`src/rtl/pipeline_pkg.sv`:
```
// Shared decode constants, instruction field positions and D/X control types
// for the D/X pipeline register and its instruction decoder.
package pipeline_pkg;

  localparam int OP_MSB  = 31;
  localparam int OP_LSB  = 27;
  localparam int RD_MSB  = 26;
  localparam int RD_LSB  = 22;
  localparam int RS_MSB  = 21;
  localparam int RS_LSB  = 17;
  localparam int RT_MSB  = 16;
  localparam int RT_LSB  = 12;
  localparam int ALU_MSB = 6;
  localparam int ALU_LSB = 2;

  localparam logic [4:0] OP_RTYPE = 5'b00000;
  localparam logic [4:0] OP_J     = 5'b00001;
  localparam logic [4:0] OP_BNE   = 5'b00010;
  localparam logic [4:0] OP_JAL   = 5'b00011;
  localparam logic [4:0] OP_JR    = 5'b00100;
  localparam logic [4:0] OP_ADDI  = 5'b00101;
  localparam logic [4:0] OP_BLT   = 5'b00110;
  localparam logic [4:0] OP_SW    = 5'b00111;
  localparam logic [4:0] OP_LW    = 5'b01000;
  localparam logic [4:0] OP_SETX  = 5'b10101;
  localparam logic [4:0] OP_BEX   = 5'b10110;

  localparam logic [4:0] ALU_ADD = 5'b00000;
  localparam logic [4:0] ALU_SUB = 5'b00001;
  localparam logic [4:0] ALU_AND = 5'b00010;
  localparam logic [4:0] ALU_OR  = 5'b00011;
  localparam logic [4:0] ALU_SLL = 5'b00100;
  localparam logic [4:0] ALU_SRA = 5'b00101;
  localparam logic [4:0] ALU_MUL = 5'b00110;
  localparam logic [4:0] ALU_DIV = 5'b00111;

  localparam logic [4:0] REG_RSTATUS = 5'd30;
  localparam logic [4:0] REG_RA      = 5'd31;

  typedef enum logic {
    S_IDLE = 1'b0,
    S_BUSY = 1'b1
  } md_state_e;

  typedef struct packed {
    logic is_add;
    logic is_addi;
    logic is_sub;
    logic is_and;
    logic is_or;
    logic is_sll;
    logic is_sra;
    logic is_mul;
    logic is_div;
    logic is_sw;
    logic is_lw;
    logic is_j;
    logic is_bne;
    logic is_blt;
    logic is_jal;
    logic is_jr;
    logic is_bex;
    logic is_setx;
  } dec_flags_t;

  // Which architectural registers an instruction reads in D (rstatus = implicit r30).
  typedef struct packed {
    logic rd;
    logic rs;
    logic rt;
    logic rstatus;
  } src_mask_t;

endpackage

```
`src/rtl/insn_decode.sv`:
```
// Combinational instruction decoder: one-hot class flags, register fields and
// the mask of registers the instruction reads.
module insn_decode
  import pipeline_pkg::*;
#(
  parameter int W_INSN = 32
) (
  input  logic [W_INSN-1:0] insn,
  output dec_flags_t        flags,
  output logic [4:0]        rd,
  output logic [4:0]        rs,
  output logic [4:0]        rt,
  output src_mask_t         reads
);

  logic [4:0] op;
  logic [4:0] aluop;
  logic       unused_bits;

  assign op          = insn[OP_MSB:OP_LSB];
  assign aluop       = insn[ALU_MSB:ALU_LSB];
  assign rd          = insn[RD_MSB:RD_LSB];
  assign rs          = insn[RS_MSB:RS_LSB];
  assign rt          = insn[RT_MSB:RT_LSB];
  assign unused_bits = ^{insn[RT_LSB-1:ALU_MSB+1], insn[ALU_LSB-1:0]};

  // NOTE: every output gets a default before the case so no path leaves it unassigned (no latch).
  always_comb begin
    flags = '0;
    reads = '0;
    case (op)
      OP_RTYPE: begin
        case (aluop)
          ALU_ADD: flags.is_add = 1'b1;
          ALU_SUB: flags.is_sub = 1'b1;
          ALU_AND: flags.is_and = 1'b1;
          ALU_OR:  flags.is_or  = 1'b1;
          ALU_SLL: flags.is_sll = 1'b1;
          ALU_SRA: flags.is_sra = 1'b1;
          ALU_MUL: flags.is_mul = 1'b1;
          ALU_DIV: flags.is_div = 1'b1;
          default: ;
        endcase
        reads.rs = (flags != '0);
        reads.rt = (flags != '0) && !(flags.is_sll || flags.is_sra);
      end
      OP_J:    flags.is_j = 1'b1;
      OP_BNE:  begin flags.is_bne  = 1'b1; reads.rd = 1'b1; reads.rs = 1'b1; end
      OP_JAL:  flags.is_jal = 1'b1;
      OP_JR:   begin flags.is_jr   = 1'b1; reads.rd = 1'b1; end
      OP_ADDI: begin flags.is_addi = 1'b1; reads.rs = 1'b1; end
      OP_BLT:  begin flags.is_blt  = 1'b1; reads.rd = 1'b1; reads.rs = 1'b1; end
      OP_SW:   begin flags.is_sw   = 1'b1; reads.rd = 1'b1; reads.rs = 1'b1; end
      OP_LW:   begin flags.is_lw   = 1'b1; reads.rs = 1'b1; end
      OP_SETX: flags.is_setx = 1'b1;
      OP_BEX:  begin flags.is_bex  = 1'b1; reads.rstatus = 1'b1; end
      default: ;
    endcase
  end

endmodule

```
`src/rtl/dx_stage_reg.sv`:
```
// D/X pipeline register with decode, load-use bubble, flush squash and mul/div hold.
// Define DX_LW_SW_DATA_BYPASS_EN to let a store whose data reg alone matches a load skip the stall.
module dx_stage_reg
  import pipeline_pkg::*;
#(
  parameter int W_INSN = 32,
  parameter int W_PC   = 32
) (
  input  logic              clock,
  input  logic              reset,
  input  logic [W_INSN-1:0] insn_fd,
  input  logic [W_PC-1:0]   pc_fd,
  input  logic              flush,
  input  logic              md_ready,
  output logic [W_INSN-1:0] insn_dx,
  output logic [W_PC-1:0]   pc_dx,
  output logic              valid_dx,
  output logic [4:0]        rd_dx,
  output logic [4:0]        rs_dx,
  output logic [4:0]        rt_dx,
  output logic              isAdd_dx,
  output logic              isAddi_dx,
  output logic              isSub_dx,
  output logic              isAnd_dx,
  output logic              isOr_dx,
  output logic              isSll_dx,
  output logic              isSra_dx,
  output logic              isMul_dx,
  output logic              isDiv_dx,
  output logic              isSw_dx,
  output logic              isLw_dx,
  output logic              isJ_dx,
  output logic              isBne_dx,
  output logic              isBlt_dx,
  output logic              isJal_dx,
  output logic              isJr_dx,
  output logic              isBex_dx,
  output logic              isSetx_dx,
  output logic              stall_fd,
  output logic              md_start_mult,
  output logic              md_start_div,
  output logic              md_busy
);

  logic [W_INSN-1:0] insn_q, insn_d;
  logic [W_PC-1:0]   pc_q, pc_d;
  logic              valid_q, valid_d;
  logic              start_q, start_d;
  md_state_e         state_q, state_d;

  dec_flags_t dx_raw, dx_flags, fd_flags;
  src_mask_t  dx_reads, fd_reads;
  logic [4:0] fd_rd, fd_rs, fd_rt;
  logic       busy_hold, load_use, rd_hit;
  logic       unused_dx_reads;

  insn_decode #(.W_INSN(W_INSN)) u_dx_dec (
    .insn (insn_q), .flags (dx_raw), .rd (rd_dx), .rs (rs_dx), .rt (rt_dx), .reads (dx_reads)
  );

  insn_decode #(.W_INSN(W_INSN)) u_fd_dec (
    .insn (insn_fd), .flags (fd_flags), .rd (fd_rd), .rs (fd_rs), .rt (fd_rt), .reads (fd_reads)
  );

  // A bubble holds insn 0, which would otherwise decode as add.
  assign dx_flags        = valid_q ? dx_raw : '0;
  assign unused_dx_reads = ^dx_reads;

  // First BUSY cycle ignores md_ready so the start pulse always gets its own cycle.
  assign busy_hold = (state_q == S_BUSY) && (start_q || !md_ready);

  always_comb begin
    rd_hit = fd_reads.rd && (fd_rd == rd_dx);
`ifdef DX_LW_SW_DATA_BYPASS_EN
    if (fd_flags.is_sw) rd_hit = 1'b0;
`endif
    load_use = dx_flags.is_lw && (rd_dx != 5'd0) &&
               (rd_hit ||
                (fd_reads.rs && (fd_rs == rd_dx)) ||
                (fd_reads.rt && (fd_rt == rd_dx)) ||
                (fd_reads.rstatus && (rd_dx == REG_RSTATUS)));
  end

  always_comb begin
    insn_d  = insn_q;
    pc_d    = pc_q;
    valid_d = valid_q;
    state_d = state_q;
    start_d = 1'b0;
    if (flush) begin
      insn_d  = '0;
      pc_d    = '0;
      valid_d = 1'b0;
      state_d = S_IDLE;
    end else if (busy_hold) begin
      state_d = S_BUSY;
    end else if (load_use) begin
      insn_d  = '0;
      pc_d    = '0;
      valid_d = 1'b0;
      state_d = S_IDLE;
    end else begin
      insn_d  = insn_fd;
      pc_d    = pc_fd;
      valid_d = 1'b1;
      if (fd_flags.is_mul || fd_flags.is_div) begin
        state_d = S_BUSY;
        start_d = 1'b1;
      end else begin
        state_d = S_IDLE;
      end
    end
  end

  // NOTE: state flops use non-blocking assignments so every flop samples pre-edge values.
  always_ff @(posedge clock) begin
    if (reset) begin
      insn_q  <= '0;
      pc_q    <= '0;
      valid_q <= 1'b0;
      start_q <= 1'b0;
      state_q <= S_IDLE;
    end else begin
      insn_q  <= insn_d;
      pc_q    <= pc_d;
      valid_q <= valid_d;
      start_q <= start_d;
      state_q <= state_d;
    end
  end

  always_comb begin
    md_busy       = (state_q == S_BUSY);
    md_start_mult = start_q && dx_flags.is_mul && !flush;
    md_start_div  = start_q && dx_flags.is_div && !flush;
    stall_fd      = !flush && (busy_hold || load_use);
  end

  assign insn_dx   = insn_q;
  assign pc_dx     = pc_q;
  assign valid_dx  = valid_q;
  assign isAdd_dx  = dx_flags.is_add;
  assign isAddi_dx = dx_flags.is_addi;
  assign isSub_dx  = dx_flags.is_sub;
  assign isAnd_dx  = dx_flags.is_and;
  assign isOr_dx   = dx_flags.is_or;
  assign isSll_dx  = dx_flags.is_sll;
  assign isSra_dx  = dx_flags.is_sra;
  assign isMul_dx  = dx_flags.is_mul;
  assign isDiv_dx  = dx_flags.is_div;
  assign isSw_dx   = dx_flags.is_sw;
  assign isLw_dx   = dx_flags.is_lw;
  assign isJ_dx    = dx_flags.is_j;
  assign isBne_dx  = dx_flags.is_bne;
  assign isBlt_dx  = dx_flags.is_blt;
  assign isJal_dx  = dx_flags.is_jal;
  assign isJr_dx   = dx_flags.is_jr;
  assign isBex_dx  = dx_flags.is_bex;
  assign isSetx_dx = dx_flags.is_setx;

endmodule

```
`config.mk`:
```
export PLATFORM = sky130hd
export DESIGN_NAME = dx_stage_reg
export DESIGN_NICKNAME = d
export VERILOG_FILES = /design/src/rtl/pipeline_pkg.sv /design/src/rtl/insn_decode.sv /design/src/rtl/dx_stage_reg.sv
export SDC_FILE = /design/constraint.sdc
export NUM_CORES = 1
export LEC_CHECK = 0
export ABC_AREA = 1
export CELL_PAD_IN_SITES_DETAIL_PLACEMENT = 0
export CELL_PAD_IN_SITES_GLOBAL_PLACEMENT = 1
export CORE_AREA = 2 2 114 116
export DETAILED_ROUTE_END_ITERATION = 16
export DIE_AREA = 0 0 116 118
export GPL_ROUTABILITY_DRIVEN = 0
export GPL_TIMING_DRIVEN = 0
export PLACE_DENSITY = 0.77
export SLEW_MARGIN = 10
export SYNTH_ARGS = -nofsm -noshare
export SYNTH_HDL_FRONTEND = slang
export SYNTH_SLANG_ARGS = --single-unit
```
`constraint.sdc`:
```
create_clock -name clock -period 2 [get_ports clock]
set_input_delay 0.3 -clock clock [delete_from_list [all_inputs] [get_ports clock]]
set_output_delay 0.3 -clock clock [all_outputs]
set_load 0.03 [all_outputs]
```
After elaboration in Yosys (flattened, before gate mapping). Index checks and enable logic that the tools add are counted.

Register bits after elaboration: 67. Input bits: 68. Output and inout bits: 102. Word-level logic and storage cells: 121.

Eq/ne operators: 35. Muxes and demuxes: 48. Reduce and logical (&&, ||, !) cells: 33.

Operators with widths (count): 5-bit by 3-bit equality test with 1-bit output (second input constant) (16); 32-bit 2-to-1 mux (2); 1-bit 2-to-1 mux (42); 5-bit by 2-bit equality test with 1-bit output (second input constant) (7); 5-bit equality test (second input constant) (4); 5-bit logical NOT (4); 18-bit 2-to-1 mux (1); 5-bit by 1-bit equality test with 1-bit output (second input constant) (3); 5-bit equality test (3); 1-bit logical AND (13); 5-bit by 4-bit equality test with 1-bit output (second input constant) (2); 8-bit nonzero test (1); 1-bit logical OR (7); 7-bit 2-to-1 mux (1); 5-bit nonzero test (1); 5-bit OR reduction (1); 4-bit OR reduction (1); 1-bit logical NOT (3); 3-bit OR reduction (1); 2-bit 2-to-1 mux (1); 1-bit one-hot mux with 2 select lines (1); 2-bit OR reduction (1).

Depth between registers and ports, before layout. Gate-level depths: netlist of the first run.

Depth in word-level cells: 13. Depth in mapped cells: 14. Gate-level depth less buffers: 11.

By module. A second synthesis of the first run with hierarchy kept.

Cells, all modules: 570. Area, all modules: 3684.8 µm².

By module, submodules not included: dx_stage_reg (instances 1, cells each 422, area each 2899.0 µm²); insn_decode (instances 2, cells each 74, area each 392.9 µm²).

Least setup slack after synthesis of the first run. No wires, ideal clock.

Path type: reg-to-output. Start point: register insn_q[27] (netlist: insn_dx[27]). End point: output md_start_mult. Data arrival time: 2.539 ns. Data required time: 1.700 ns. Slack: -0.839 ns. Stages on the path, launching flop included: 7. Path buffers: 0. Cell sequence: dfxtp_1 -> nor2_1 -> inv_1 -> nor4_2 -> nand3_1 -> nor3_1 -> nor3b_1.

Word-level cells in the longest chain between the ends: 5.

RTL lines: start, declared (line dx_stage_reg.sv:45) `logic [W_INSN-1:0] insn_q, insn_d;`; start signal, assigned (line dx_stage_reg.sv:124) `insn_q <= insn_d;`; 5-bit logical NOT; 7-bit 2-to-1 mux (line insn_decode.sv:31) `case (op)`; 18-bit 2-to-1 mux (line dx_stage_reg.sv:66) `assign dx_flags = valid_q ? dx_raw : '0;`; via isMul_dx (line dx_stage_reg.sv:28) `output logic isMul_dx,`; 1-bit logical AND (2 in series) (line dx_stage_reg.sv:134) `md_start_mult = start_q && dx_flags.is_mul && !flush;`; end, declared (line dx_stage_reg.sv:40) `output logic md_start_mult,`.

The timed path passes the listed nets, and every way through them passes these cells.

Final worst setup path of the first run.
Start point: input insn_fd[17]. End point: output stall_fd.

Word-level cells in the longest chain between the ends: 8.

RTL lines: start, declared (line dx_stage_reg.sv:11) `input logic [W_INSN-1:0] insn_fd,`; 5-bit equality test (line dx_stage_reg.sv:79) `(fd_reads.rs && (fd_rs == rd_dx)) ||`; 1-bit logical AND (line dx_stage_reg.sv:79); 1-bit logical OR (line dx_stage_reg.sv:78) `(rd_hit ||`; 1-bit logical OR (line dx_stage_reg.sv:79); 1-bit logical OR (line dx_stage_reg.sv:80) `(fd_reads.rt && (fd_rt == rd_dx)) ||`; 1-bit logical AND (line dx_stage_reg.sv:77) `load_use = dx_flags.is_lw && (rd_dx != 5'd0) &&`; 1-bit logical OR (line dx_stage_reg.sv:136) `stall_fd = !flush && (busy_hold || load_use);`; 1-bit logical AND (line dx_stage_reg.sv:136); end, declared (line dx_stage_reg.sv:39) `output logic stall_fd,`.

No other way between the ends.

==> flow_metrics.env, run 1 <==
export IMPL_portBuffers=169
export IMPL_vias=3636
export IMPL_finalWirelength_um=11200
export IMPL_hpwl_um=8340
export IMPL_cts_tree="done"
export IMPL_final_setup_skew_ns=0.00730
export IMPL_placeableCoreArea_mm2=0.0124
export IMPL_topRoutingLayerUsed="met4"
export IMPL_top_cells_by_area_synth="dfxtp_1, nand2_1, nand4_1"
export IMPL_total_power_mw=3.45
export IMPL_post_synth_top_area_cell="dfxtp_1"
export IMPL_worstPathRequired_ns=1.70
export IMPL_p_leak_nw=2.59
export IMPL_mostFrequentLayoutCells="nand2_1, clkdlybuf4s50_1, nand4_1"
export IMPL_worstPathArrival_ns=1.76
export IMPL_clk_pin_slew_worst_paths_ns=0.05
export IMPL_ys_ff_latch=67
export IMPL_ir_worst_vdd_v=0.000398
export IMPL_synth_avg_cell_area_um2=6.98
export IMPL_cts_made_buffers=9
export IMPL_grt_pass1_wl_um=18000
export IMPL_first_global_vias=3553
export IMPL_post_synth_instance_area_mm2=0.00315
export IMPL_final_hold_viol_count=0
export IMPL_timing_hold_worst_path_depth=3
export IMPL_path_depth=9
export IMPL_slew_headroom_pct=63.4
export IMPL_finalWorstSetupSlack_ns=-0.0614
export IMPL_clock_tree_htree_level_count=3
export IMPL_cts_sink_count=67
export IMPL_finalWorstPathRequiredPeriod_ns=2.06
export IMPL_drt_vias_per_instance=4.42
export IMPL_clk_root_buffer_cell="clkbuf_16"
export IMPL_average_routed_wire_per_standard_cell_um=13.6
export IMPL_detail_route_wirelength_met1_um=5060
export IMPL_met3_wirelength_um=801
export IMPL_dieHeight_um=118
export IMPL_die_area_mm2=0.0137
export IMPL_placement_rows=41
export IMPL_proportion_of_synthesized_chip_area_in_sequential_cells_pct=42.5
export IMPL_yosys_cell_types=27
export IMPL_layout_cells_most_common="nand2_1"
export IMPL_cts_hold_buffers=0
export IMPL_critical_path_top_cell_by_count="nand3_1"
export IMPL_finish_cell_count_without_fillers=823
export IMPL_finalCritPeriodShare_pct=103
export IMPL_cts_root_to_sink_buffers=2
export IMPL_maxSlewViolCount=0
export IMPL_overflow=0
export IMPL_setup_violations_final=4
export IMPL_die_w_um=116
export IMPL_met2_wl_post_dr_um=5250
export IMPL_syn_instance_count=452
export IMPL_power_density_mw_per_mm2=617
export IMPL_post_route_drc=0
export IMPL_end_kind="primary output"
export IMPL_grt_antenna_before_repair=1
export IMPL_drive_above_1_share_pct=17.4
export IMPL_path_class="primary input to primary output"
export IMPL_dr_first_iter_drc_count=202
export IMPL_initial_utilization_pct=25.4
export IMPL_critPathLaunchType="primary input"
export IMPL_mappedNetlistNets=520
export IMPL_place_detailed_instances=793
export IMPL_synth_warnings=0
export IMPL_critical_path_max_fanout=2
export IMPL_synthToLayoutAreaGrowth_pct=77.3
export IMPL_final_core_util_pct=45.0
export IMPL_grt_max_degree=12
export IMPL_worst_r2r_cell_count=12
export IMPL_path_buf_inv=2
export IMPL_detail_route_first_pass_iterations=4
export IMPL_clk_latency_ns=0.32
export IMPL_hold_path_class="primary input to register"
export IMPL_ioPinCount=170
export IMPL_worstPathCellList="clkdlybuf4s50_1 -> xnor2_1 -> nand3_1 -> nor2_1 -> nand2_1 -> nand3_1 -> nand2_4 -> a21oi_4 -> buf_6"
export IMPL_timing_hold_ws_ns=0.281
export IMPL_final_nets=712
export IMPL_crit_slowest_cell="clkdlybuf4s50_1"
export IMPL_grt_setup_unrepaired="yes"
export IMPL_drv_max_cap_violation_count=0
export IMPL_worst_pin_slew_ns=0.549
export IMPL_drtAntennaViolNets=0
export IMPL_critical_path_top_delay_family="buffers and inverters"
export IMPL_synth_top_cell_area_share_pct=42.5
export IMPL_run_status="finished, violations left"
export IMPL_violations="setup timing"
export IMPL_max_stage_delay_ns=0.52
export IMPL_gr_usage_all_layers_pct=16.3
export IMPL_fmaxAchievable_ghz=0.485
==> power breakdown <==
part           switching, mW  total (mW)  internal (mW)
Clock                  0.572        1.40          0.827
Combinational          0.310       0.617          0.308
Sequential            0.0454        1.43           1.39
Total                  0.927        3.45           2.52
==> final cells by class <==
type | instances | area, µm²
fill | 1300 | 6830
timing repair buffer | 182 | 1790
multi-input combinational | 311 | 1550
sequential | 67 | 1360
buffer | 45 | 304
clock buffer | 10 | 229
tap | 172 | 215
inverter | 28 | 105
clock inverter | 6 | 32.5
antenna | 2 | 5.00
==> worst paths after layout <==
| path | endpoint | start | slack (ns) |
|---|---|---|---|
| hold / removal | insn_dx[6] | insn_fd[6] | 0.28 |
| hold reg to reg | pc_dx[18] | pc_dx[18] | 0.45 |
| setup / recovery | stall_fd | insn_fd[17] | -0.06 |
| setup reg to reg | insn_dx[31] | insn_dx[26] | 0.11 |
==> per-stage QoR <==
step	setup slack (ns)	setup TNS, ns	instance area, µm²
global route	-0.205	-3.12	5590
finish	-0.0614	-0.165	5590
detailed placement	-0.951	-22.71	5090
floorplan	-0.229	-0.253	3190
CTS	-0.162	-0.311	5390
global placement	-0.956	-21.75	5090
==> cell families after synthesis <==
family	synth area share (%)
AND/OR/NAND/NOR	42.3
buffers and inverters	12.0
XOR/XNOR	1.94
flip-flops	42.5
AO/OA/AOI/OAI	1.19
==> worst register-to-register path, stage by stage, from the launching register on <==
cell,delay [ns]
dfxtp_2,0.34
buf_6,0.13
buf_4,0.11
nand4_1,0.08
nor3_1,0.17
nor2_1,0.08
nand3_1,0.14
nand2_4,0.09
buf_4,0.19
buf_8,0.16
buf_6,0.15
nand4_1,0.08
nand2_1,0.05
==> metal layers <==
layer,global-route usage [%],vias up
li1,-,1867
met1,21.7,1632
met2,26.3,125
met3,4.07,12
met4,4.02,0
met5,0,-
==> cells in the mapped netlist <==
master      n
o21ai_0     3
a21oi_1     1
nor4_2      1
nor2_2      1
buf_1       7
nor4_1      2
nand4_1    67
o22ai_1     1
a31oi_1     1
inv_2       3
xnor2_1     4
o21ai_1     1
buf_4      15
xor2_1      3
nand3b_1    1
dfxtp_1    67
nand3_1     8
buf_6       5
buf_2       6
or2_2       1
nor3_1     10
inv_1      25
nor2_1     35
nand2_1   169
clkbuf_1   13
nor3b_1     1
nand2_2     1
==> flip-flops by register name, summed over array words and instances (netlist names) <==
signal / flops
start_q: 1
md_busy: 1
insn_dx: 32
pc_dx: 32
valid_dx: 1
==> repair_timing <==
item | in CTS | in global routing
setup endpoints to repair | 31 | 85
gates resized for setup | 91 | 82
pin swaps | 3 | 10
endpoints found under the hold margin | 0 | 0
setup buffers | 4 | 9
Power figures use the tool's default switching activity.
==> run 2: changes to the inputs <==
- GPL_ROUTABILITY_DRIVEN: 0 -> not set
- SLEW_MARGIN: 10 -> not set
==> results of run 2 <==
No change in the layout: final DEF, timing and power equal those of run 1.
